[config.mk]
export PLATFORM = sky130hd
export DESIGN_NAME = sram_bus_arbiter
export DESIGN_NICKNAME = d
export VERILOG_FILES = /design/src/rtl/sram_bus_arbiter.sv
export SDC_FILE = /design/constraint.sdc
export NUM_CORES = 1
export LEC_CHECK = 0
export CAP_MARGIN = 20
export CORE_AREA = 2 2 136 138
export DETAILED_ROUTE_END_ITERATION = 6
export DIE_AREA = 0 0 138 140
export SYNTH_ARGS = -nofsm -noshare
export SYNTH_HDL_FRONTEND = slang
export SYNTH_SLANG_ARGS = --single-unit
[constraint.sdc]
create_clock -name clk -period 2.5 [get_ports clk]
set_clock_uncertainty 0.05 [all_clocks]
set_input_delay 0.625 -clock clk [delete_from_list [all_inputs] [get_ports clk]]
set_output_delay 0.625 -clock clk [all_outputs]
set_load 0.01 [all_outputs]
[src/rtl/sram_bus_arbiter.sv]
// sram_bus_arbiter: lets NUM_PORTS pipeline requesters share one synchronous
// SRAM port. Accesses are serialised, each takes WAIT_CYCLES+1 bus cycles, and
// completions are pipelined so a pending requester is granted with no bubble.
// Port 0 has the highest fixed priority. Define ARB_ROUND_ROBIN_EN to rotate
// priority with a pointer that moves past each granted port.
//
// state  | meaning
// IDLE   | bus free, mem_* driven to zero
// ACCESS | SRAM cycle in progress for grant_q, wait counter running
module sram_bus_arbiter #(
  parameter int NUM_PORTS   = 2,
  parameter int ADDR_W      = 32,
  parameter int DATA_W      = 32,
  parameter int WAIT_CYCLES = 0
) (
  input  logic                          clk,
  input  logic                          rst,
  input  logic [NUM_PORTS-1:0]          req_ce,
  input  logic [NUM_PORTS-1:0]          req_we,
  input  logic [NUM_PORTS*DATA_W/8-1:0] req_sel,
  input  logic [NUM_PORTS*ADDR_W-1:0]   req_addr,
  input  logic [NUM_PORTS*DATA_W-1:0]   req_wdata,
  output logic [NUM_PORTS-1:0]          rsp_valid,
  output logic [DATA_W-1:0]             rsp_rdata,
  output logic [NUM_PORTS-1:0]          stallreq,
  output logic                          mem_ce,
  output logic                          mem_we,
  output logic [DATA_W/8-1:0]           mem_sel,
  output logic [ADDR_W-1:0]             mem_addr,
  output logic [DATA_W-1:0]             mem_wdata,
  input  logic [DATA_W-1:0]             mem_rdata
);
  localparam int SEL_W = DATA_W / 8;
  localparam int GW    = (NUM_PORTS > 1) ? $clog2(NUM_PORTS) : 1;

  typedef enum logic {IDLE = 1'b0, ACCESS = 1'b1} state_t;

  state_t               state_q, state_d;
  logic [GW-1:0]        grant_q;
  logic [GW-1:0]        pick_idx;
  logic                 pick_valid;
  logic                 load;
  logic                 done;
  logic [3:0]           wait_cnt;
  logic [NUM_PORTS-1:0] elig;

  assign stallreq = req_ce & ~rsp_valid;
  assign done     = (state_q == ACCESS) && (wait_cnt == 4'(WAIT_CYCLES));

  // A port whose pulse is out, or whose access is completing now, still shows
  // its old req_ce; masking it prevents serving the same request twice.
  always_comb begin
    elig = req_ce & ~rsp_valid;
    if (done) elig[grant_q] = 1'b0;
  end

`ifdef ARB_ROUND_ROBIN_EN
  logic [GW-1:0]        ptr_q;
  logic [NUM_PORTS-1:0] rot;

  // Winner is the first eligible port at or after the pointer, wrapping.
  always_comb begin
    rot        = NUM_PORTS'({elig, elig} >> ptr_q);
    pick_valid = 1'b0;
    pick_idx   = '0;
    for (int k = NUM_PORTS - 1; k >= 0; k--) begin
      if (rot[k]) begin
        pick_valid = 1'b1;
        pick_idx   = GW'((int'(ptr_q) + k) % NUM_PORTS);
      end
    end
  end

  // Priority pointer moves just past each granted port.
  always_ff @(posedge clk) begin
    if (rst) ptr_q <= '0;
    else if (load) ptr_q <= (pick_idx == GW'(NUM_PORTS - 1)) ? '0 : pick_idx + 1'b1;
  end
`else
  // Fixed priority: lowest eligible index wins.
  always_comb begin
    pick_valid = 1'b0;
    pick_idx   = '0;
    for (int i = NUM_PORTS - 1; i >= 0; i--) begin
      if (elig[i]) begin
        pick_valid = 1'b1;
        pick_idx   = GW'(i);
      end
    end
  end
`endif

  // State register.
  always_ff @(posedge clk) begin
    if (rst) state_q <= IDLE;
    else     state_q <= state_d;
  end

  // Next state and grant strobe; a completion with a pending port re-grants.
  always_comb begin
    state_d = state_q;
    load    = 1'b0;
    case (state_q)
      IDLE: begin
        if (pick_valid) begin
          state_d = ACCESS;
          load    = 1'b1;
        end
      end
      ACCESS: begin
        if (done) begin
          if (pick_valid) load = 1'b1;
          else            state_d = IDLE;
        end
      end
      default: state_d = IDLE;
    endcase
  end

  // SRAM bus, wait counter and response registers.
  always_ff @(posedge clk) begin
    if (rst) begin
      grant_q   <= '0;
      wait_cnt  <= '0;
      mem_ce    <= 1'b0;
      mem_we    <= 1'b0;
      mem_sel   <= '0;
      mem_addr  <= '0;
      mem_wdata <= '0;
      rsp_valid <= '0;
      rsp_rdata <= '0;
    end else begin
      rsp_valid <= '0;
      if (done && req_ce[grant_q]) begin
        rsp_valid[grant_q] <= 1'b1;
        if (!mem_we) rsp_rdata <= mem_rdata;
      end
      if (load) begin
        grant_q   <= pick_idx;
        wait_cnt  <= '0;
        mem_ce    <= 1'b1;
        mem_we    <= req_we[pick_idx];
        mem_sel   <= req_sel[int'(pick_idx)*SEL_W +: SEL_W];
        mem_addr  <= req_addr[int'(pick_idx)*ADDR_W +: ADDR_W];
        mem_wdata <= req_wdata[int'(pick_idx)*DATA_W +: DATA_W];
      end else if (done) begin
        wait_cnt  <= '0;
        mem_ce    <= 1'b0;
        mem_we    <= 1'b0;
        mem_sel   <= '0;
        mem_addr  <= '0;
        mem_wdata <= '0;
      end else if (state_q == ACCESS) begin
        wait_cnt <= wait_cnt + 4'd1;
      end
    end
  end
endmodule

# --- Yosys cells after proc, flatten, opt, wreduce, memory -nomap -nowiden ---
# Cells that the tools add are included.
word_totals:
  ff_bits: 110
  input_bits: 174
classes:
  shifts: 3
  n_mux: 23
  addsub: 1
  n_reduce_logical: 8
  n_bitwise: 7
  n_lt_le_gt_ge: 3
ops:
  columns: ["cell", "n"]
  rows:
  - ["64-bit by 7-bit indexed part select with 32-bit output", 2]
  - ["32-bit two-way mux", 3]
  - ["1-bit two-way mux", 14]
  - ["4-bit two-way mux", 2]
  - ["8-bit by 4-bit indexed part select with 4-bit output", 1]
  - ["4-bit by 1-bit adder with 4-bit output (second input constant)", 1]
  - ["2-bit bitwise AND", 2]
  - ["4-bit logical NOT", 1]
  - ["1-bit by 2-bit < comparator with 1-bit output (second input constant)", 2]
  - ["2-bit inverter", 2]
  - ["1-bit case mux with 2 select lines", 2]
  - ["1-bit logical AND", 3]
  - ["1-bit inverter", 3]
  - ["3-bit OR reduction", 1]
  - ["2-bit two-way mux", 1]
  - ["2-bit AND reduction", 1]
  - ["2-bit nonzero test", 1]
  - ["2-bit OR reduction", 1]
  - ["1-bit demux with 1-bit select", 1]
  - ["1-bit greater-or-equal comparator (second input constant)", 1]

# --- Depth between registers and ports, before layout ---
# Gate-level depths: netlist of the first run.
logic_depth:
  ltp_word: 13
  mapped_depth: 11
  ltp_nobuf: 7

# --- Worst setup path before layout of the first run ---
# No wires, ideal clock.
synth_timing:
  kind: "in2reg"
  start: "input req_ce[1]"
  end: "register mem_addr[11]"
  setup_slack_ns: 0.590
  arrival_time_ns: 1.789
  required_time_ns: 2.380
  setup_time_ns: 0.070
  n_path_buf: 1
  cell_stages: 5
  cell_sequence: "and2b_1 -> or3_1 -> a21oi_2 -> buf_2 -> o2bb2ai_1"
synth_via:
  elab_chain_len: 9
  word_cells_on_any_way: 12
  cone_classes: "shift: 1; mux: 8; bitwise: 2; reduce/logical: 1"
synth_lines:
  columns: ["element", "line_no", "text"]
  rows:
  - ["start, declared", "18", "input logic [NUM_PORTS-1:0] req_ce,"]
  - ["2-bit bitwise AND *", "53", "elig = req_ce & ~rsp_valid;"]
  - ["2-bit bitwise AND (no line)", null, null]
  - ["2-bit two-way mux *", "54", "if (done) elig[grant_q] = 1'b0;"]
  - ["1-bit two-way mux *", "85", "if (elig[i]) begin"]
  - ["branches (longest 5 deep; another with 64-bit by 7-bit indexed part select with 32-bit output)", null, null]
  - ["end signal, assigned", "144", "mem_addr <= req_addr[int'(pick_idx)*ADDR_W +: ADDR_W];"]
  - ["end, declared", "29", "output logic [ADDR_W-1:0] mem_addr,"]
# Every way passes the cells marked *.
# A chain may end at the register's enable or synchronous reset.

# --- Worst setup path in the final report of the first run ---
layout_timing:
  start: "input req_ce[0]"
  end: "output stallreq[0]"
layout_via:
  elab_chain_len: 1
layout_lines:
  columns: ["element", "line_no", "text"]
  rows:
  - ["2-bit bitwise AND", "47", "assign stallreq = req_ce & ~rsp_valid;"]
  - ["end, declared", "25", "output logic [NUM_PORTS-1:0] stallreq,"]
# No other way between the ends.

==> results of run 1 <==
[registers in the layout, summed over array words and instances, names as in the netlist, 2 cells and up]
name and count:
mem_addr 32, mem_wdata 32, rsp_rdata 32, mem_sel 4, wait_cnt 4, rsp_valid 2
[cells in the final DEF (no fill, tap or decap), drive strengths merged]
cell and count:
nand2 70, a211oi 1, nand4bb 1, buf 19, a21boi 1, dfxtp 110, nor2 2, and2 3
and2b 1, nand2b 2, o2bb2ai 69, dlymetal6s2s 1, o21ai 1, or3 2, nor3 2, nor4b 1
nor2b 2, xor2 1, mux2i 71, clkbuf 11, inv 6, dlygate4sd2 1, nand4 1, a21oi 35
nand3b 1, o211ai 1, clkinvlp 2, o22ai 1, clkdlybuf4s50 277, ha 2, clkinv 1, xnor2 2
[per-layer routing]
| layer | routed length (um) | share of wire [%] | global-route usage, % |
|---|---|---|---|
| met5 | 0 | 0 | 0 |
| met4 | 461 | 3.3 | 6.93 |
| met3 | 758 | 5.4 | 2.80 |
| met2 | 7370 | 52 | 25.8 |
| met1 | 5550 | 39 | 15.8 |
[stage by stage]
| stage | setup WS (ps) | power, mW | std cells |
|---|---|---|---|
| 3_3_place_gp | -9.90 | 3.13 | 914 |
| 6_report | 269 | 4.49 | 930 |
| 3_5_place_dp | -4.88 | 3.14 | 914 |
| 4_1_cts | 31.4 | 4.58 | 930 |
| 5_1_grt | 128 | 4.72 | 930 |
| 2_1_floorplan | 590 | 2.45 | 423 |
[worst min path at each step]
stage / start / endpoint / slack (ps) / cells past startpoint
floorplan: grant_q / rsp_valid[0] / 400 / 1
global placement: rsp_rdata[14] / rsp_rdata[14] / 390 / 2
detailed placement: mem_wdata[16] / mem_wdata[16] / 400 / 1
CTS: rsp_rdata[27] / rsp_rdata[27] / 410 / 2
global route: mem_addr[8] / mem_addr[8] / 420 / 1
finish: rsp_rdata[27] / rsp_rdata[27] / 410 / 2
[report_power, final]
| part | internal, mW | total [mW] | switching, mW |
|---|---|---|---|
| registers | 1.90 | 1.98 | 0.0772 |
| logic | 0.672 | 1.11 | 0.435 |
| clock network | 0.740 | 1.40 | 0.664 |
[synthesized netlist by cell type, types with 3 or more instances]
cell,number
sky130_fd_sc_hd__o2bb2ai_1,69
sky130_fd_sc_hd__buf_4,6
sky130_fd_sc_hd__mux2i_1,71
sky130_fd_sc_hd__inv_1,4
sky130_fd_sc_hd__clkbuf_1,12
sky130_fd_sc_hd__nand2_1,70
sky130_fd_sc_hd__buf_2,15
sky130_fd_sc_hd__dfxtp_1,110
sky130_fd_sc_hd__and2_1,3
sky130_fd_sc_hd__a21oi_1,34
[area by class of cell]
type,count,share of cell area (%)
Multi-Input combinational cell,273,25.5
Inverter,4,0.192
Tap cell,229,3.67
Sequential cell,110,28.2
Clock inverter,5,0.529
Clock buffer,11,3.24
Timing Repair Buffer,298,38.7
[worst reg2reg max path, delay by kind of cell (launching register included)]
kind | cells | cell delay, ps
compound gates | 2 | 600
buf+inv | 2 | 350
flops | 1 | 350
simple gates | 1 | 330
mux | 1 | 240
fa+ha+maj | 1 | 160
[cells by family (layout without fill, tap and decap cells)]
| kind of cell | Yosys count | in the layout |
|---|---|---|
| AO/OA/AOI/OAI | 109 | 109 |
| adder cells (fa/ha/maj) | 2 | 2 |
| flip-flops | 110 | 110 |
| buffers and inverters | 40 | 318 |
| multiplexers | 71 | 71 |
| AND/OR/NAND/NOR | 88 | 88 |
| XOR/XNOR | 3 | 3 |
==> flow_summary.toml, run 1 <==
[outcome]
run_status = "finished, final reports clean"

[floorplan]
die_x_um = 138
core_area_um2 = 17800
placement_rows = 49
fp.dieArea_um2 = 19300
boundaryPins = 280
die_h_um = 140
effective_utilization_at_floorplan_pct = 24.7

[yosys]
synth_top_cell_area_share_pct = 50.1
ys.flop_type = "sky130_fd_sc_hd__dfxtp_1"
post_synth_fa_ha_maj_area_fraction_pct = 0.569
number_of_flops_mapped_to_enable_cells_by_yosys = 0
synth-simple-area-share_pct = 8.76
combinational_family_with_the_most_area_after_synthesis = "compound AO/OA/AOI/OAI gates"
synth.area.mux_share_pct = 16.2
postSynthAreaPerCell_um2 = 10.4
yosysUniqueCellTypes = 34
postSynthRegisterBits = 110
asyncSetResetFlopFracSynth_pct = 0
synth-xor-area-share_pct = 0.597
compound_gate_portion_of_the_synthesized_area_pct = 18.7
synthDominantAreaCellType = "sky130_fd_sc_hd__dfxtp_1"
synth_area_leaders = "sky130_fd_sc_hd__dfxtp_1 50%, sky130_fd_sc_hd__mux2i_1 16%, sky130_fd_sc_hd__o2bb2ai_1 14%"
synth_nets = 599
post_synth_inst_count = 423
synth_warnings = 0
syn-cell-area_um2 = 4400
ys_seq_area_share_pct = 50.1

[grt]
pin_count_of_the_biggest_net_entering_global_routing = 39
grt_pass1_vias = 4284
globalRouteTotalUtil_pct = 14.2
wire_length_of_the_first_global_routing_pass_um = 22200
antenna_found_initial = 0
grt-ovfl-total = 0

[critical_path]
rr_worst_depth = 7
cp.arrival_ps = 1560
worstSetupPathDepth = 3
cp_top_family = "buffers and inverters"
startpoint_type_of_the_worst_setup_path = "primary input"
worstSetupPathType = "primary input to primary output"
timing.critical_path.cells = "clkdlybuf4s50_1, nor2b_2, dlygate4sd2_1"
crit_path_start = "req_ce[0]"
worst_reg2reg_setup_slack_ps = 310
crit_path_required_time_ps = 1820
cp_max_fo = 3
reg2reg_to = "mem_wdata[7]"
critical_path.reg2reg.startpoint = "wait_cnt[0]"
worstSetupEndpointType = "primary output"
slowest_delay_ps = 480
timing.critical_path.to = "stallreq[0]"
critical_path.slowest_cell = "sky130_fd_sc_hd__clkdlybuf4s50_1"
worst-path-buf-inv = 2

[hold_path]
timing.hold.worst.class = "flip-flop to flip-flop"

[placement]
io_buffer_count = 279
gp_routability_congestion = 0.786
dpl_hpwl_um = 10600
dpl_cell_area_um2 = 7510

[cts]
cts_tree = "built"
cts_root_buffer = "sky130_fd_sc_hd__clkbuf_16"
post_cts_hold_fix_bufs = 0
post-cts-setup-buffer-count = 0
clk-insertion-delay-late_ps = 340
cts.sinks = 110
clk_path_buf_depth = 2
cts.htree.levels = 3
post_cts_resize_count = 1
cts_inserted_buffers = 9
clkSlewWorstSetupHoldPaths_ps = 70

[sta]
number_of_endpoints_failing_setup_at_the_final_stage = 0
rsz0062_at_grt = "no"
hold_slack_ps = 405
achievable-frequency_mhz = 448
min_period_over_period_pct = 89.3
final_hold_viol_count = 0
worstMarginPinSlew_ps = 443
finalCriticalPeriod_ps = 2230
finalSetupTns_ps = 0
finalMaxSlewViolations = 0
maxSlewHeadroom_pct = 70.3

[final_layout]
area_growth_syn_to_layout_pct = 77.6
fin_nets = 872
register_area_um2 = 2200
fin_area_um2 = 7810
filler_cell_count = 1678
finish.utilization_pct = 43.9
multiInputGateArea_um2 = 1990
insertedDiodeCount = 0
drive_gt1_share_pct = 5.71

[pwr]
power.static_leakage_nw = 3.05
powerDensity_nw_per_um2 = 575
vdd.ir_drop.worst_v = 0.000316

[route]
drtIter0Drc = 125
wirelength_um = 14100
dr.pass1.iters = 4
postRouteAntennaNets = 0
routed-via-count = 4166
wire_length_per_cell_um = 15.2
drc = 0
routed_via_density = 4.48

[run]
drv_cap = 0
No activity file was read; power rests on OpenSTA's default activity.
==> run 2, diff against run 1 <==
--- a/config.mk
+++ b/config.mk
@@ -6,9 +6,9 @@
 export NUM_CORES = 1
 export LEC_CHECK = 0
 export CAP_MARGIN = 20
-export CORE_AREA = 2 2 136 138
+export CORE_AREA = 2 2 191 99
 export DETAILED_ROUTE_END_ITERATION = 6
-export DIE_AREA = 0 0 138 140
+export DIE_AREA = 0 0 193 101
 export SYNTH_ARGS = -nofsm -noshare
 export SYNTH_HDL_FRONTEND = slang
 export SYNTH_SLANG_ARGS = --single-unit
==> run 2 against run 1 <==
- design area is 0.56% lower
- sequential power hardly changed
- first-iteration DRC count is 42% lower
- utilization is 0.67 points lower
- die area is 0.90% higher
- count of clock-buffer cells in the layout is 2 lower
- total power is 0.64% lower
- worst setup slack worse by 230 ps
- clock power hardly changed
- maximum frequency is 9.4% lower
- wire length is 2.6% higher
- largest cell class unchanged
- highest routed layer unchanged
==> flow_summary.toml, run 2 (synthesis results as in run 1) <==
[floorplan]
placement_rows = 35
effective_utilization_at_floorplan_pct = 24.5
boundaryPins = 280
die_x_um = 193
fp.dieArea_um2 = 19500
core_area_um2 = 18000
die_h_um = 101

[final_layout]
register_area_um2 = 2200
insertedDiodeCount = 0
multiInputGateArea_um2 = 2000
fin_area_um2 = 7770
filler_cell_count = 1729
layout.cells.most_common_list = "278 x sky130_fd_sc_hd__clkdlybuf4s50_1, 110 x sky130_fd_sc_hd__dfxtp_1, 71 x sky130_fd_sc_hd__mux2i_1, 70 x sky130_fd_sc_hd__nand2_1, 69 x sky130_fd_sc_hd__o2bb2ai_1"
fin_nets = 869
top_regs = "mem_addr x32, mem_wdata x32, rsp_rdata x32"
layout.cells.most_common = "sky130_fd_sc_hd__clkdlybuf4s50_1"
drive_gt1_share_pct = 5.30
area_growth_syn_to_layout_pct = 76.6

[grt]
grt-ovfl-total = 0
wire_length_of_the_first_global_routing_pass_um = 22000
pin_count_of_the_biggest_net_entering_global_routing = 50
antenna_found_initial = 0
grt_pass1_vias = 4222
globalRouteTotalUtil_pct = 14.1

[cts]
cts.sinks = 110
clk_path_buf_depth = 2
cts_tree = "built"
post-cts-setup-buffer-count = 0
cts_root_buffer = "sky130_fd_sc_hd__clkbuf_16"
clkSlewWorstSetupHoldPaths_ps = 80
cts.htree.levels = 3
cts_inserted_buffers = 9
post_cts_hold_fix_bufs = 0
post_cts_resize_count = 2
clk-insertion-delay-late_ps = 340

[sta]
final_hold_viol_count = 0
number_of_endpoints_failing_setup_at_the_final_stage = 0
achievable-frequency_mhz = 406
worstMarginPinSlew_ps = 567
finalCriticalPeriod_ps = 2460
min_period_over_period_pct = 98.5
final_critical_path_setup_slack_ps = 37.6
finalMaxSlewViolations = 0
maxSlewHeadroom_pct = 62.1
rsz0062_at_grt = "no"

[critical_path]
worstSetupPathType = "primary input to primary output"
crit_path_required_time_ps = 1820
cp_max_fo = 2
startpoint_type_of_the_worst_setup_path = "primary input"
cp.arrival_ps = 1790
worstSetupEndpointType = "primary output"

[pwr]
powerDensity_nw_per_um2 = 574
power.static_leakage_nw = 3.02
vdd.ir_drop.worst_v = 0.000350

[route]
drtIter0Drc = 72
routed-via-count = 4125
postRouteAntennaNets = 0
wire_length_per_cell_um = 15.5
routed_via_density = 4.40
drc = 0
wirelength_um = 14500
dr.pass1.iters = 4

[placement]
dpl_worst_slack_ps = -179
dpl_hpwl_um = 11300
io_buffer_count = 279
dpl_cell_area_um2 = 7470
gp_routability_congestion = 0.776

[run]
drv_cap = 0

[outcome]
run_status = "finished, final reports clean"

[hold_path]
timing.hold.worst.class = "flip-flop to flip-flop"
-- run 2: cell count changes in the layout (fill, tap and decap cells not counted), sizes merged --
| cell | change |
|---|---|
| clkinvlp | -1 |
| inv | +2 |
| clkbuf | -2 |
| clkdlybuf4s50 | +1 |
| buf | -3 |
| dlymetal6s2s | -1 |
| clkinv | +1 |
-- run 2: worst paths after layout --
| kind | start | end | slack, ps | depth (start not counted) |
|---|---|---|---|---|
| worst max-delay path | req_ce[1] | stallreq[1] | 40 | 3 |
| worst min-delay path | rsp_rdata[20] | rsp_rdata[20] | 400 | 2 |
| worst max register to register | wait_cnt[0] | mem_addr[20] | 480 | 9 |
| worst min register to register | rsp_rdata[20] | rsp_rdata[20] | 400 | 2 |
-- run 2: worst max-delay path, stage by stage --
cell,delay (ps)
sky130_fd_sc_hd__clkdlybuf4s50_1,470
sky130_fd_sc_hd__and2b_1,160
sky130_fd_sc_hd__clkdlybuf4s50_1,530
-- run 2: metrics by stage --
step                      utilization [%]  hold slack [ps]  setup TNS, ps  total power [mW]  instances
after global placement               41.6              393          -3770              3.11        921
after global routing                 43.3              432              0              4.70        938
after floorplan                         -              396              0              2.45        423
after detailed placement             41.6              396          -7820              3.13        921
final                                43.3              404              0              4.46        938
after CTS                            43.2              411              0              4.54        937
-- run 2: area by class of cell --
type | count | share of cell area (%)
timing repair buffer | 295 | 38.2
sequential | 110 | 28.4
multi-input combinational | 273 | 25.7
tap | 240 | 3.87
clock buffer | 9 | 2.90
clock inverter | 7 | 0.709
inverter | 4 | 0.193
-- run 2: routing by layer --
metal	wire length, um	GRT usage, %	vias up
met2	6310	21.8	140
met4	102	2.68	0
met3	1150	4.52	9
met5	0	0	-
met1	6940	19.5	1926
li1	-	-	2050
-- run 2: report_power, final --
| group | switching (mW) | internal (mW) |
|---|---|---|
| Clock | 0.687 | 0.692 |
| Sequential | 0.0872 | 1.90 |
| Combinational | 0.434 | 0.659 |
